### src/rtl/if_fetch.sv
// ---------------------------------------------------------------------------
// if_fetch -- instruction fetch stage for a byte-wide memory port.
//
// Assembles one 32-bit little-endian instruction from four byte reads at
// pc..pc+3 and presents it to the IF/ID register for as long as the pipeline
// holds it. Branch redirects take priority over stalls. A redirect that
// arrives while a read is outstanding parks the FSM in FLUSH, which waits
// for that read's ack and discards the byte.
//
// Ports
//   clock          rising-edge clock
//   reset          synchronous, active-high reset
//   stall[5:0]     pipeline stall vector; only bit0 (hold PC) is used here
//   branch_flag    one-cycle redirect request
//   branch_target  redirect byte address
//   mem_req        byte-read request (FETCH/FLUSH)
//   mem_addr       byte address of the pending read
//   mem_ack        one-cycle pulse, mem_data valid
//   mem_data       returned byte
//   stall_req      high while no instruction is ready
//   pc_o           address of the presented instruction (0 unless DONE)
//   inst_o         presented instruction word (0 unless DONE)
// ---------------------------------------------------------------------------
module if_fetch #(
  parameter logic [31:0] RESET_PC = 32'h0000_0000
) (
  input  logic        clock,
  input  logic        reset,
  input  logic [5:0]  stall,
  input  logic        branch_flag,
  input  logic [31:0] branch_target,
  output logic        mem_req,
  output logic [31:0] mem_addr,
  input  logic        mem_ack,
  input  logic [7:0]  mem_data,
  output logic        stall_req,
  output logic [31:0] pc_o,
  output logic [31:0] inst_o
);

  typedef enum logic [1:0] {
    FETCH = 2'd0,
    DONE  = 2'd1,
    FLUSH = 2'd2
  } state_t;

  state_t      r_state;
  state_t      w_state_next;
  logic [31:0] r_pc;
  logic [31:0] w_pc_next;
  logic [1:0]  r_cnt;
  logic [1:0]  w_cnt_next;
  logic [31:0] r_inst;
  logic [31:0] w_inst_next;
  logic [31:0] r_flush_addr;
  logic [31:0] w_flush_addr_next;
  logic [31:0] w_fetch_addr;
  logic        w_stall_unused;

  // Bits 5:1 belong to the IF/ID register.
  assign w_stall_unused = ^stall[5:1];

  assign w_fetch_addr = r_pc + {30'd0, r_cnt};

  always_ff @(posedge clock) begin
    if (reset) begin
      r_state      <= FETCH;
      r_pc         <= RESET_PC;
      r_cnt        <= '0;
      r_inst       <= '0;
      r_flush_addr <= '0;
    end else begin
      r_state      <= w_state_next;
      r_pc         <= w_pc_next;
      r_cnt        <= w_cnt_next;
      r_inst       <= w_inst_next;
      r_flush_addr <= w_flush_addr_next;
    end
  end

  always_comb begin
    w_state_next      = r_state;
    w_pc_next         = r_pc;
    w_cnt_next        = r_cnt;
    w_inst_next       = r_inst;
    w_flush_addr_next = r_flush_addr;
    case (r_state)
      FETCH: begin
        if (branch_flag) begin
          w_pc_next  = branch_target;
          w_cnt_next = '0;
          // Without an ack the read is still in flight: remember where it
          // went so the request can be held stable until it completes.
          if (!mem_ack) begin
            w_flush_addr_next = w_fetch_addr;
            w_state_next      = FLUSH;
          end
        end else if (mem_ack) begin
          w_inst_next[{r_cnt, 3'b000} +: 8] = mem_data;
          w_cnt_next = r_cnt + 2'd1;
          if (r_cnt == 2'd3) begin
            w_state_next = DONE;
          end
        end
      end
      DONE: begin
        if (branch_flag) begin
          w_pc_next    = branch_target;
          w_cnt_next   = '0;
          w_state_next = FETCH;
        end else if (!stall[0]) begin
          w_pc_next    = r_pc + 32'd4;
          w_cnt_next   = '0;
          w_state_next = FETCH;
        end
      end
      FLUSH: begin
        if (branch_flag) begin
          w_pc_next  = branch_target;
          w_cnt_next = '0;
        end
        // The ack retires the abandoned read; its byte is dropped.
        if (mem_ack) begin
          w_state_next = FETCH;
        end
      end
      default: begin
        w_state_next = FETCH;
      end
    endcase
  end

  always_comb begin
    mem_req   = (r_state != DONE);
    stall_req = (r_state != DONE);
    mem_addr  = (r_state == FLUSH) ? r_flush_addr : w_fetch_addr;
    pc_o      = (r_state == DONE) ? r_pc   : '0;
    inst_o    = (r_state == DONE) ? r_inst : '0;
  end

endmodule
### config.mk
export PLATFORM = sky130hd
export DESIGN_NAME = if_fetch
export DESIGN_NICKNAME = d
export VERILOG_FILES = /design/src/rtl/if_fetch.sv
export SDC_FILE = /design/constraint.sdc
export NUM_CORES = 1
export LEC_CHECK = 0
export CORE_MARGIN = 8
export CORE_UTILIZATION = 50
export DETAILED_ROUTE_END_ITERATION = 16
export HOLD_SLACK_MARGIN = 0.15
export PLACE_DENSITY = 0.79
export REMOVE_ABC_BUFFERS = 1
export SLEW_MARGIN = 20
export SYNTH_ARGS = -nofsm -noshare
export SYNTH_HDL_FRONTEND = slang
export SYNTH_SLANG_ARGS = --single-unit
### constraint.sdc
create_clock -name clock -period 5.9 [get_ports clock]
set_input_delay 1.18 -clock clock [delete_from_list [all_inputs] [get_ports clock]]
set_output_delay 1.18 -clock clock [all_outputs]
set_load 0.005 [all_outputs]
Yosys cells after proc, flatten, opt, wreduce, memory -nomap -nowiden
Cells that the tools add are included.
{"block": "word_totals", "input_bits": 50, "regBits": 100, "elab_cells": 53, "out_inout_bits": 98}
{"block": "op_classes", "n_addsub": 4, "mux": 20, "n_reduce_logical": 9, "shift": 2, "eq_ne": 11, "n_bitwise": 2}
{"op": "$mux 32", "n": 6}
{"op": "$pmux 32 s2", "n": 1}
{"op": "$add 32x2->32", "n": 1}
{"op": "$add 32x3->32 const B", "n": 1}
{"op": "$bwmux 32", "n": 1}
{"op": "$shift 8x7->32 const A", "n": 1}
{"op": "$shiftx 8x7->32", "n": 1}
{"op": "$mux 2", "n": 10}
{"op": "$ne 3x3->1 const B", "n": 4}
{"op": "$pmux 2 s3", "n": 2}
{"op": "$reduce_and 3->1", "n": 3}
{"op": "$neg 5->7", "n": 1}
{"op": "$reduce_and 5->1", "n": 1}
{"op": "$eq 2x2->1 const B", "n": 2}
{"op": "$ne 2x1->1 const B", "n": 2}
{"op": "$ne 2x2->1 const B", "n": 2}
{"op": "$reduce_and 4->1", "n": 1}
{"op": "$reduce_bool 3->1", "n": 1}
{"op": "$add 2x1->2 const B", "n": 1}
{"op": "$eq 2x1->1 const B", "n": 1}
{"op": "$logic_not 2->1", "n": 1}
{"op": "$not 1->1", "n": 2}
{"op": "$reduce_bool 2->1", "n": 1}
{"op": "$reduce_or 2->1", "n": 1}

Logic depth before layout (Yosys ltp)
Gate-level depths: netlist (run 1).
{"block": "logic_depth", "depth_word": 5, "depth_mapped": 9, "ltp_nobuf": 7}

Worst setup path after synthesis (run 1)
Ideal clock, no wire load.
{"block": "synth_path", "path_type": "register -> output", "start": "register r_cnt[0]", "end": "output mem_addr[20]", "arrival_time_ns": 2.140, "slack_ns": 2.580, "required_time_ns": 4.720, "path_buffers": 1, "path_stages_with_launch": 9, "cell_sequence": "dfxtp_1 -> ha_1 -> inv_1 -> fa_1 -> clkbuf_1 -> nor3_2 -> nand4_1 -> xnor2_1 -> mux2_2"}
{"block": "synth_between", "elab_chain_cells": 2}
{"element": "start: declaration", "line_no": "51", "source": "logic [1:0] r_cnt;"}
{"element": "start signal: assignment", "line_no": "75", "source": "r_cnt <= w_cnt_next;"}
{"element": "$add 32x2->32", "line_no": "63", "source": "assign w_fetch_addr = r_pc + {30'd0, r_cnt};"}
{"element": "$mux 32", "line_no": "136", "source": "mem_addr = (r_state == FLUSH) ? r_flush_addr : w_fetch_addr;"}
{"element": "end: declaration", "line_no": "33", "source": "output logic [31:0] mem_addr,"}
No other way between the ends.

Final worst setup path (run 1)
{"block": "layout_path", "start": "register r_cnt[0]", "end": "output mem_addr[26]"}
Same word-level chain as after synthesis.

==> results of run 1 <==
[tightest hold or removal path: cells and delay by family (launching register included)]
family | cells | cell delay [ns]
simple gates | 1 | 0.05
flops | 1 | 0.31
compound gates | 1 | 0.05
[final cells by class]
type                    instances  area, um^2
fillers                      1128        4490
multi-input cells             640        3910
flip-flops and latches        100        2000
repair buffers                149        1470
clock buffers                  11         243
well taps                     172         215
inverters                      14        52.6
clock inverters                 5        35.0
[flip-flops by register name (all words and copies together) (netlist names)]
register      cells
r_cnt             2
r_flush_addr     32
r_inst           32
r_pc             32
r_state           2
[kinds of logic (layout without fill, tap and decap cells)]
logic type,Yosys count,after routing,synth area share (%)
and+or+nand+nor,403,403,32.6
muxes,39,39,6.86
xor gates and xnor gates,30,30,4.21
adders and majority gates,15,15,3.13
DFF,100,100,32.1
AOI/OAI and AO/OA,153,153,15.6
buffers and inverters,84,179,5.60
[routing by layer]
layer | part of all wire, % | routed length [um] | up-vias
met4 | 2.5 | 462 | 0
met5 | 0 | 0 | -
li1 | - | - | 3021
met2 | 46 | 8390 | 250
met1 | 44 | 7980 | 2823
met3 | 7.5 | 1360 | 33
[power groups by stage]
| stage | clock network (mW) | registers (mW) | logic [mW] |
|---|---|---|---|
| after CTS | 0.574 | 0.784 | 0.441 |
| after global routing | 0.599 | 0.793 | 0.484 |
| after detailed placement | 0 | 0.799 | 0.437 |
| after floorplan | 0 | 0.781 | 0.249 |
| final | 0.567 | 0.785 | 0.440 |
| after global placement | 0 | 0.797 | 0.431 |
[final timing paths]
kind | endpoint | depth (start not counted) | startpoint | slack, ns
min | r_inst[31] | 2 | r_inst[31] | 0.45
max | mem_addr[26] | 8 | r_cnt[0] | 1.18
max reg2reg | r_pc[30] | 7 | r_state[0] | 2.82
min reg2reg | r_inst[31] | 2 | r_inst[31] | 0.45
[cell usage in the layout (no fill, tap or decap), types with 10 or more instances in the layout]
cell type	n
sky130_fd_sc_hd__and2_1	67
sky130_fd_sc_hd__nor2_1	91
sky130_fd_sc_hd__xnor2_1	17
sky130_fd_sc_hd__nand3_1	55
sky130_fd_sc_hd__xor2_1	13
sky130_fd_sc_hd__o21a_1	18
sky130_fd_sc_hd__nand2_1	98
sky130_fd_sc_hd__nor4_1	10
sky130_fd_sc_hd__dfxtp_1	100
sky130_fd_sc_hd__inv_1	14
sky130_fd_sc_hd__mux2_2	29
sky130_fd_sc_hd__nand4_1	16
sky130_fd_sc_hd__ha_1	12
sky130_fd_sc_hd__a31oi_1	13
sky130_fd_sc_hd__clkdlybuf4s50_1	141
sky130_fd_sc_hd__o21ai_0	15
sky130_fd_sc_hd__a21oi_1	55
sky130_fd_sc_hd__nor3_1	20
==> implementation parameters, run 1 <==
Parameter                              Value

Run status
  Result of the run    finished clean

Timing
  Minimum clock period after layout    4.72 ns
  Final TNS setup    0 ns
  Layout Skew    0.0122 ns
  Number of setup violations in the final report    0
  Worst Hold Margin    0.445 ns
  Worst slew slack as a fraction of its limit    33.0%
  Actual transition at the worst max-transition pin    1.00 ns
  Fin crit share    79.9%
  Fmax achieved    0.212 GHz
  Setup repair after global routing missed its margin    false
  Final Max Slew Viols    0
  Setup slack of the critical path after layout    1.18 ns
  Number of failing hold endpoints at the final stage    0

Pwr
  LEAKAGE    2.86 nW
  Combinational cell fraction of total power    24.5%
  Net Sw Frac    31.0%
  Design Power    1.79 mW
  Portion of total power attributed to sequential cells    43.8%
  Switching component of the power    0.556 mW
  Pint    1.24 mW
  Clock group share of total power    31.7%
  Cell area power density    226 nW/um^2
  Maximum resistive drop on vdd    153 uV

Critical path
  Arrival time at the worst endpoint    3.54 ns
  Maximum fanout encountered on the critical timing path    10
  Critical setup path kind    reg -> out
  Data required time of the critical path    4.72 ns
  Critical path buffer and inverter count    2
  Slowest-stage cell, CP    sky130_fd_sc_hd__nor3_2
  Cell type group with the largest total delay on the critical path    adder cells
  Startpoint kind of the worst setup timing path    flip-flop
  CP cell instances    ha_1 > inv_1 > fa_1 > nor3_2 > nand4_1 > xnor2_1 > mux2_2 > clkdlybuf4s50_1
  Slowest Stage Delay on Critical Path    0.62 ns
  Sort of element at the end of the critical path    output port

Yosys
  Ys async rst share    0%
  Cell area after synthesis    6240 um^2
  Library cell with the highest instance count after synthesis    sky130_fd_sc_hd__dfxtp_1
  Fraction of post-synthesis cell area in the top cell type by area    32.1%
  Avg Synthesized Cell Area    7.57 um^2
  Count of yosys warnings during synthesis    0
  Leading post-synthesis cells by cell area    sky130_fd_sc_hd__dfxtp_1, sky130_fd_sc_hd__and2_1, sky130_fd_sc_hd__nand2_1
  Leading cell types by count after synthesis    sky130_fd_sc_hd__dfxtp_1, sky130_fd_sc_hd__nand2_1, sky130_fd_sc_hd__nor2_1
  Number of synthesized register bits    100
  Sequential area share after synthesis    32.1%
  Post-synthesis cell type count    54
  Number of enable flip-flop cells after synthesis    0
  Post-synth top flop    sky130_fd_sc_hd__dfxtp_1
  Cell count after synthesis    824
  Library cell with the largest summed area after synthesis    sky130_fd_sc_hd__dfxtp_1

Global routing
  Maximum number of pins on one net before global-route repair    67
  Grt met2 use    36.3%
  Number of global-route vias before repair    5897
  Met3 Track Usage GR    5.07%
  Top Usage Layer GRT    met2
  Final global-route overflow total    0
  Overall global routing resource usage    22.0%
  Global-route wire length before repair    29.4 mm
  Antenna violations before repair    0
  Global-route track usage on met1    27.4%

Job
  Max capacitance violation total    0

Floorplan
  Number of top-level pins    148
  Die W    128 um
  Chip Height    128 um
  Count of standard-cell rows    41
  Die footprint    16300 um^2
  Area of the core    12400 um^2
  Initial cell density of the core    50.3%

Place
  Post-detail-place hpwl    12.5 mm
  Instance area at placement    7640 um^2
  Placed instance count    1075
  Quantity of I/O buffers inserted on ports    142
  Post-Place Setup Slack    1.62 ns
  Placer Congestion    0.859

Clock network
  CTS clk-pin slew, worst paths    0.07 ns
  Source-to-sink clock delay at the later pin of the worst-skew pair    0.35 ns
  Total setup buffers inserted after CTS    0
  Clock root buffer    sky130_fd_sc_hd__clkbuf_16
  Clock tree sinks    100
  Number of hold buffers added after CTS    0
  Number of gates resized after CTS    0
  Number of CTS-inserted buffers    9
  CTS tree    yes
  H-tree depth    3
  Max Buffers Root-to-Sink    2

Hold path
  Hold Crit Class    reg -> reg

Cells and area
  Cell area after layout    7920 um^2
  Non-filler instance count after layout    1091
  Final cell utilization of the core    63.8%
  Final antenna diode count    0
  Layout-stage area growth over the synthesis result    27.0%
  Layout Nets    979
  Ratio of cells with drive above 1 in the final layout    8.05%

Route
  DRC violation count after routing    0
  Average wire per standard cell    16.7 um
  Number of design-rule violations left by the first detailed-router iteration    586
  Pre-Repair DR Iteration Count    6
  Count of antenna-violating nets left after detailed routing    0
  Average vias per placed instance    5.62
  Via Count    6127
  Total wire length after detailed routing    18.2 mm
Power figures use the tool's default switching activity.
==> run 2: changes to the inputs <==
Clock period 5.9 ns to 4.8 ns, I/O delays scaled along.
==> run 2 against run 1 <==
Net effect: critical path depth did not move; sequential share of layout area fell by 0.13 points; count of clock-buffer cells in the layout fell by 1; routed wire length fell by 0.53%; worst setup slack got worse by 0.79 ns.
==> implementation parameters, run 2 (synthesis results as in run 1) <==
Parameter                              Value

Run status
  Result of the run    finished clean

Timing
  Number of failing hold endpoints at the final stage    0
  Actual transition at the worst max-transition pin    1.05 ns
  Fmax achieved    0.227 GHz
  Setup repair after global routing missed its margin    false
  Minimum clock period after layout    4.41 ns
  Fin crit share    91.8%
  Number of setup violations in the final report    0
  Layout Skew    0.00777 ns
  Final Max Slew Viols    0
  Worst slew slack as a fraction of its limit    30.2%
  Final TNS setup    0 ns

Critical path
  Slowest Stage Delay on Critical Path    0.60 ns
  Critical setup path kind    reg -> out
  Worst Reg2Reg Path Length in Cells    8
  Arrival time at the worst endpoint    3.45 ns
  CP cell instances    ha_1 > inv_1 > fa_1 > nor3_2 > nand4_1 > xnor2_1 > mux2_2 > clkdlybuf4s50_1
  Slack of the worst reg-to-reg path    1.76 ns
  Cell type group with the largest total delay on the critical path    adder cells
  Startpoint kind of the worst setup timing path    flip-flop
  Data required time of the critical path    3.84 ns
  Slowest-stage cell, CP    sky130_fd_sc_hd__nor3_2
  Startpoint of the worst register-to-register path    r_state[0]
  Sort of element at the end of the critical path    output port
  FF-to-FF End    r_pc[10]
  Critical path buffer and inverter count    2
  Maximum fanout encountered on the critical timing path    10
  Worst path depth    8

Cells and area
  Final antenna diode count    0
  Fill cell total of the finished layout    1076
  Commonest non-fill, non-tap cell in the layout    sky130_fd_sc_hd__clkdlybuf4s50_1
  Top library cells by usage in the layout, fill and taps aside    sky130_fd_sc_hd__clkdlybuf4s50_1, sky130_fd_sc_hd__dfxtp_1, sky130_fd_sc_hd__nand2_1
  Layout-stage area growth over the synthesis result    27.7%
  Area of the multi-input gates    3900 um^2
  Ratio of cells with drive above 1 in the final layout    8.34%
  Layout Nets    983
  Footprint of the flip-flops and latches    2000 um^2
  Largest regs    r_flush_addr x32, r_inst x32, r_pc x32

Clock network
  Number of CTS-inserted buffers    9
  H-tree depth    3
  Total setup buffers inserted after CTS    0
  Number of hold buffers added after CTS    0
  Number of gates resized after CTS    0
  Clock tree sinks    100
  Max Buffers Root-to-Sink    2
  CTS clk-pin slew, worst paths    0.08 ns
  Source-to-sink clock delay at the later pin of the worst-skew pair    0.35 ns
  Clock root buffer    sky130_fd_sc_hd__clkbuf_16
  CTS tree    yes

Floorplan
  Initial cell density of the core    50.3%
  Chip Height    128 um
  Die W    128 um
  Die footprint    16300 um^2
  Number of top-level pins    148
  Area of the core    12400 um^2
  Count of standard-cell rows    41

Pwr
  LEAKAGE    2.89 nW
  Design Power    2.23 mW
  Maximum resistive drop on vdd    156 uV
  Cell area power density    280 nW/um^2

Hold path
  Hold Crit Class    reg -> reg
  Hold path startpoint    r_inst[10]
  Terminating pin of the worst hold path    r_inst[10]
  Worst hold path cell count    2

Route
  Count of antenna-violating nets left after detailed routing    0
  Average wire per standard cell    16.5 um
  Total wire length after detailed routing    18.1 mm
  Pre-Repair DR Iteration Count    6
  DRC violation count after routing    0
  Average vias per placed instance    5.60
  Number of design-rule violations left by the first detailed-router iteration    640
  Via Count    6132

Global routing
  Maximum number of pins on one net before global-route repair    67
  Global-route wire length before repair    29.2 mm
  Overall global routing resource usage    21.9%
  Number of global-route vias before repair    5754
  Antenna violations before repair    0
  Final global-route overflow total    0

Place
  Post-detail-place hpwl    12.6 mm
  Placer Congestion    0.882
  Quantity of I/O buffers inserted on ports    142

Job
  Max capacitance violation total    0
run 2: worst max-delay path by stage:
stage	end	slack (ns)	start
final	mem_addr[26]	0.39	r_cnt[0]
after global routing	mem_addr[26]	0.16	r_cnt[0]
after CTS	mem_addr[26]	0.40	r_cnt[0]
after detailed placement	mem_addr[26]	0.80	r_cnt[0]
after global placement	mem_addr[26]	0.80	r_cnt[0]
after floorplan	r_pc[10]	1.69	r_state[0]
run 2: through the flow:
stage	util (%)	setup slack, ns	hold WS, ns	cells	area, um^2
global route	64.2	0.161	0.469	1095	7970
detailed placement	61.8	0.798	0.440	1079	7670
floorplan	-	1.69	0.421	754	5940
CTS	64.2	0.396	0.450	1095	7970
finish	64.2	0.394	0.446	1095	7970
global placement	61.8	0.804	0.434	1079	7670
run 2: layer usage:
layer  vias up  share of wire, %  track usage, %
met5         -                 0               0
met4         0               1.6            6.43
met3        22               7.2            4.41
met2       238                46            35.6
met1      2840                45            28.7
li1       3032                 -               -
run 2: area by class of cell:
| type | count | share of cell area, % |
|---|---|---|
| clock inverter | 6 | 0.722 |
| inverter | 14 | 0.660 |
| timing repair buffer | 153 | 18.8 |
| multi-input combinational | 640 | 49.0 |
| sequential | 100 | 25.1 |
| tap | 172 | 2.70 |
| clock buffer | 10 | 3.00 |
run 2: tightest hold or removal path: stages, from the launching register on:
cell and delay (ns):
sky130_fd_sc_hd__dfxtp_1 0.31, sky130_fd_sc_hd__nand2_1 0.05, sky130_fd_sc_hd__a21oi_1 0.05
run 2: report_power, final:
group / internal, mW / switching (mW) / total, mW
logic: 0.264 / 0.278 / 0.542
clock network: 0.377 / 0.348 / 0.726
registers: 0.888 / 0.0777 / 0.965
==> run 3: changes to the inputs <==
Clock period 4.8 ns to 4.35 ns, I/O delays scaled along.
==> run 3 against run 2 <==
Net effect: worst hold slack better by 0.0016 ns; highest routed layer unchanged; critical path type unchanged; register-to-register slack got worse by 0.51 ns; largest cell class unchanged; critical endpoint unchanged; combinational power increased by 13%.
==> implementation parameters, run 3 (synthesis results as in run 1) <==
Parameter                              Value

Run status
  Result of the run    finished clean

Clock network
  Clock tree sinks    100
  H-tree depth    3
  Max Buffers Root-to-Sink    2
  Number of hold buffers added after CTS    0
  CTS tree    yes
  Source-to-sink clock delay at the later pin of the worst-skew pair    0.35 ns
  CTS clk-pin slew, worst paths    0.07 ns
  Total setup buffers inserted after CTS    0
  Number of gates resized after CTS    0
  Clock root buffer    sky130_fd_sc_hd__clkbuf_16
  Number of CTS-inserted buffers    9

Floorplan
  Area of the core    12400 um^2
  Chip Height    128 um
  Count of standard-cell rows    41
  Die footprint    16300 um^2
  Die W    128 um
  Number of top-level pins    148
  Initial cell density of the core    50.3%

Global routing
  Overall global routing resource usage    22.3%
  Maximum number of pins on one net before global-route repair    101
  Number of global-route vias before repair    5980
  Antenna violations before repair    0
  Global-route wire length before repair    29.7 mm
  Final global-route overflow total    0

Route
  Total wire length after detailed routing    18.3 mm
  Number of design-rule violations left by the first detailed-router iteration    722
  Pre-Repair DR Iteration Count    5
  Average wire per standard cell    16.6 um
  DRC violation count after routing    0
  Count of antenna-violating nets left after detailed routing    0
  Via Count    6206
  Average vias per placed instance    5.65

Critical path
  Cell type group with the largest total delay on the critical path    simple AND/OR/NAND/NOR gates
  CP cell instances    ha_1 > inv_1 > fa_1 > nor3_2 > nand4_1 > xnor2_1 > mux2_2 > clkdlybuf4s50_1
  Setup crit end    mem_addr[26]
  Maximum fanout encountered on the critical timing path    8
  Sort of element at the end of the critical path    output port
  Arrival time at the worst endpoint    3.27 ns
  Worst path depth    8
  Data required time of the critical path    3.48 ns
  Slowest-stage cell, CP    sky130_fd_sc_hd__nor3_2
  Critical setup path kind    reg -> out
  Critical path buffer and inverter count    2
  Worst Reg2Reg Path Length in Cells    7
  Startpoint of the worst register-to-register path    r_state[1]
  Crit. Startpoint    r_cnt[0]
  Slack of the worst reg-to-reg path    1.25 ns
  Startpoint kind of the worst setup timing path    flip-flop
  FF-to-FF End    r_pc[18]
  Slowest Stage Delay on Critical Path    0.56 ns

Cells and area
  Final antenna diode count    0
  Top library cells by usage in the layout, fill and taps aside    sky130_fd_sc_hd__clkdlybuf4s50_1, sky130_fd_sc_hd__dfxtp_1, sky130_fd_sc_hd__nand2_1
  Largest regs    r_flush_addr x32, r_inst x32, r_pc x32
  Commonest non-fill, non-tap cell in the layout    sky130_fd_sc_hd__clkdlybuf4s50_1
  Layout-stage area growth over the synthesis result    28.5%
  Layout Nets    986
  Ratio of cells with drive above 1 in the final layout    8.75%

Job
  Max capacitance violation total    0

Timing
  Final TNS setup    0 ns
  Worst slew slack as a fraction of its limit    32.5%
  Minimum clock period after layout    4.14 ns
  Fin crit share    95.2%
  Worst Hold Margin    0.447 ns
  Number of setup violations in the final report    0
  Actual transition at the worst max-transition pin    1.01 ns
  Layout Skew    0.00609 ns
  Final Max Slew Viols    0
  Setup slack of the critical path after layout    0.210 ns
  Number of failing hold endpoints at the final stage    0
  Fmax achieved    0.242 GHz
  Setup repair after global routing missed its margin    false

Pwr
  LEAKAGE    2.91 nW
  Maximum resistive drop on vdd    174 uV
  Cell area power density    313 nW/um^2

Place
  Post-detail-place hpwl    12.3 mm
  Quantity of I/O buffers inserted on ports    142
  Placer Congestion    0.847
  Post-Place Setup Slack    0.603 ns

Hold path
  Hold Crit Class    reg -> reg
-- run 3: cell count changes in the layout (fill, tap and decap cells not counted), sizes merged --
| cell | change |
|---|---|
| buf | +3 |
| clkinvlp | +2 |
| clkbuf | -1 |
| bufinv | +1 |
| clkinv | -3 |
| inv | +1 |
-- run 3: layout make-up --
cell class | instances | area, um^2
Timing Repair Buffer | 156 | 1530
Multi-Input combinational cell | 640 | 3900
Tap cell | 172 | 215
Fill cell | 1088 | 4400
Sequential cell | 100 | 2000
Clock buffer | 9 | 225
Clock inverter | 7 | 82.6
Inverter | 14 | 52.6
-- run 3: power by group --
group	total [mW]	switching, mW	internal [mW]	leakage [nW]
registers	1.06	0.0771	0.980	0.817
clock network	0.836	0.380	0.456	0.145
logic	0.614	0.317	0.296	1.95
total	2.51	0.775	1.73	2.91
-- run 3: worst min-delay path, stage by stage (launching register included) --
cell and delay [ns]:
sky130_fd_sc_hd__dfxtp_1 0.31, sky130_fd_sc_hd__nand2_1 0.05, sky130_fd_sc_hd__a21oi_1 0.05
-- run 3: through the flow --
step	total power, mW	cell area, um^2	util, %	cells
3_3_place_gp	1.67	7700	62.1	1082
5_1_grt	2.63	8020	64.6	1098
4_1_cts	2.52	8020	64.6	1098
3_5_place_dp	1.68	7710	62.1	1082
2_1_floorplan	1.40	5940	-	754
6_report	2.51	8020	64.6	1098
-- run 3: metal layers --
| layer | track usage (%) | share of wire, % | vias to the layer above | wire length, um |
|---|---|---|---|---|
| met2 | 37.4 | 47 | 253 | 8580 |
| li1 | - | - | 3044 | - |
| met1 | 28.0 | 44 | 2884 | 7980 |
| met4 | 7.20 | 1.4 | 0 | 259 |
| met5 | 0 | 0 | - | 0 |
| met3 | 4.62 | 8.0 | 25 | 1450 |
-- run 3: worst min path at each step --
stage	from	endpoint	slack, ns	cells after the start
floorplan	r_inst[0]	r_inst[0]	0.42	2
global placement	r_inst[1]	r_inst[1]	0.43	2
detailed placement	r_inst[7]	r_inst[7]	0.44	2
CTS	r_inst[7]	r_inst[7]	0.45	2
global route	r_inst[5]	r_inst[5]	0.47	2
finish	r_inst[0]	r_inst[0]	0.45	2
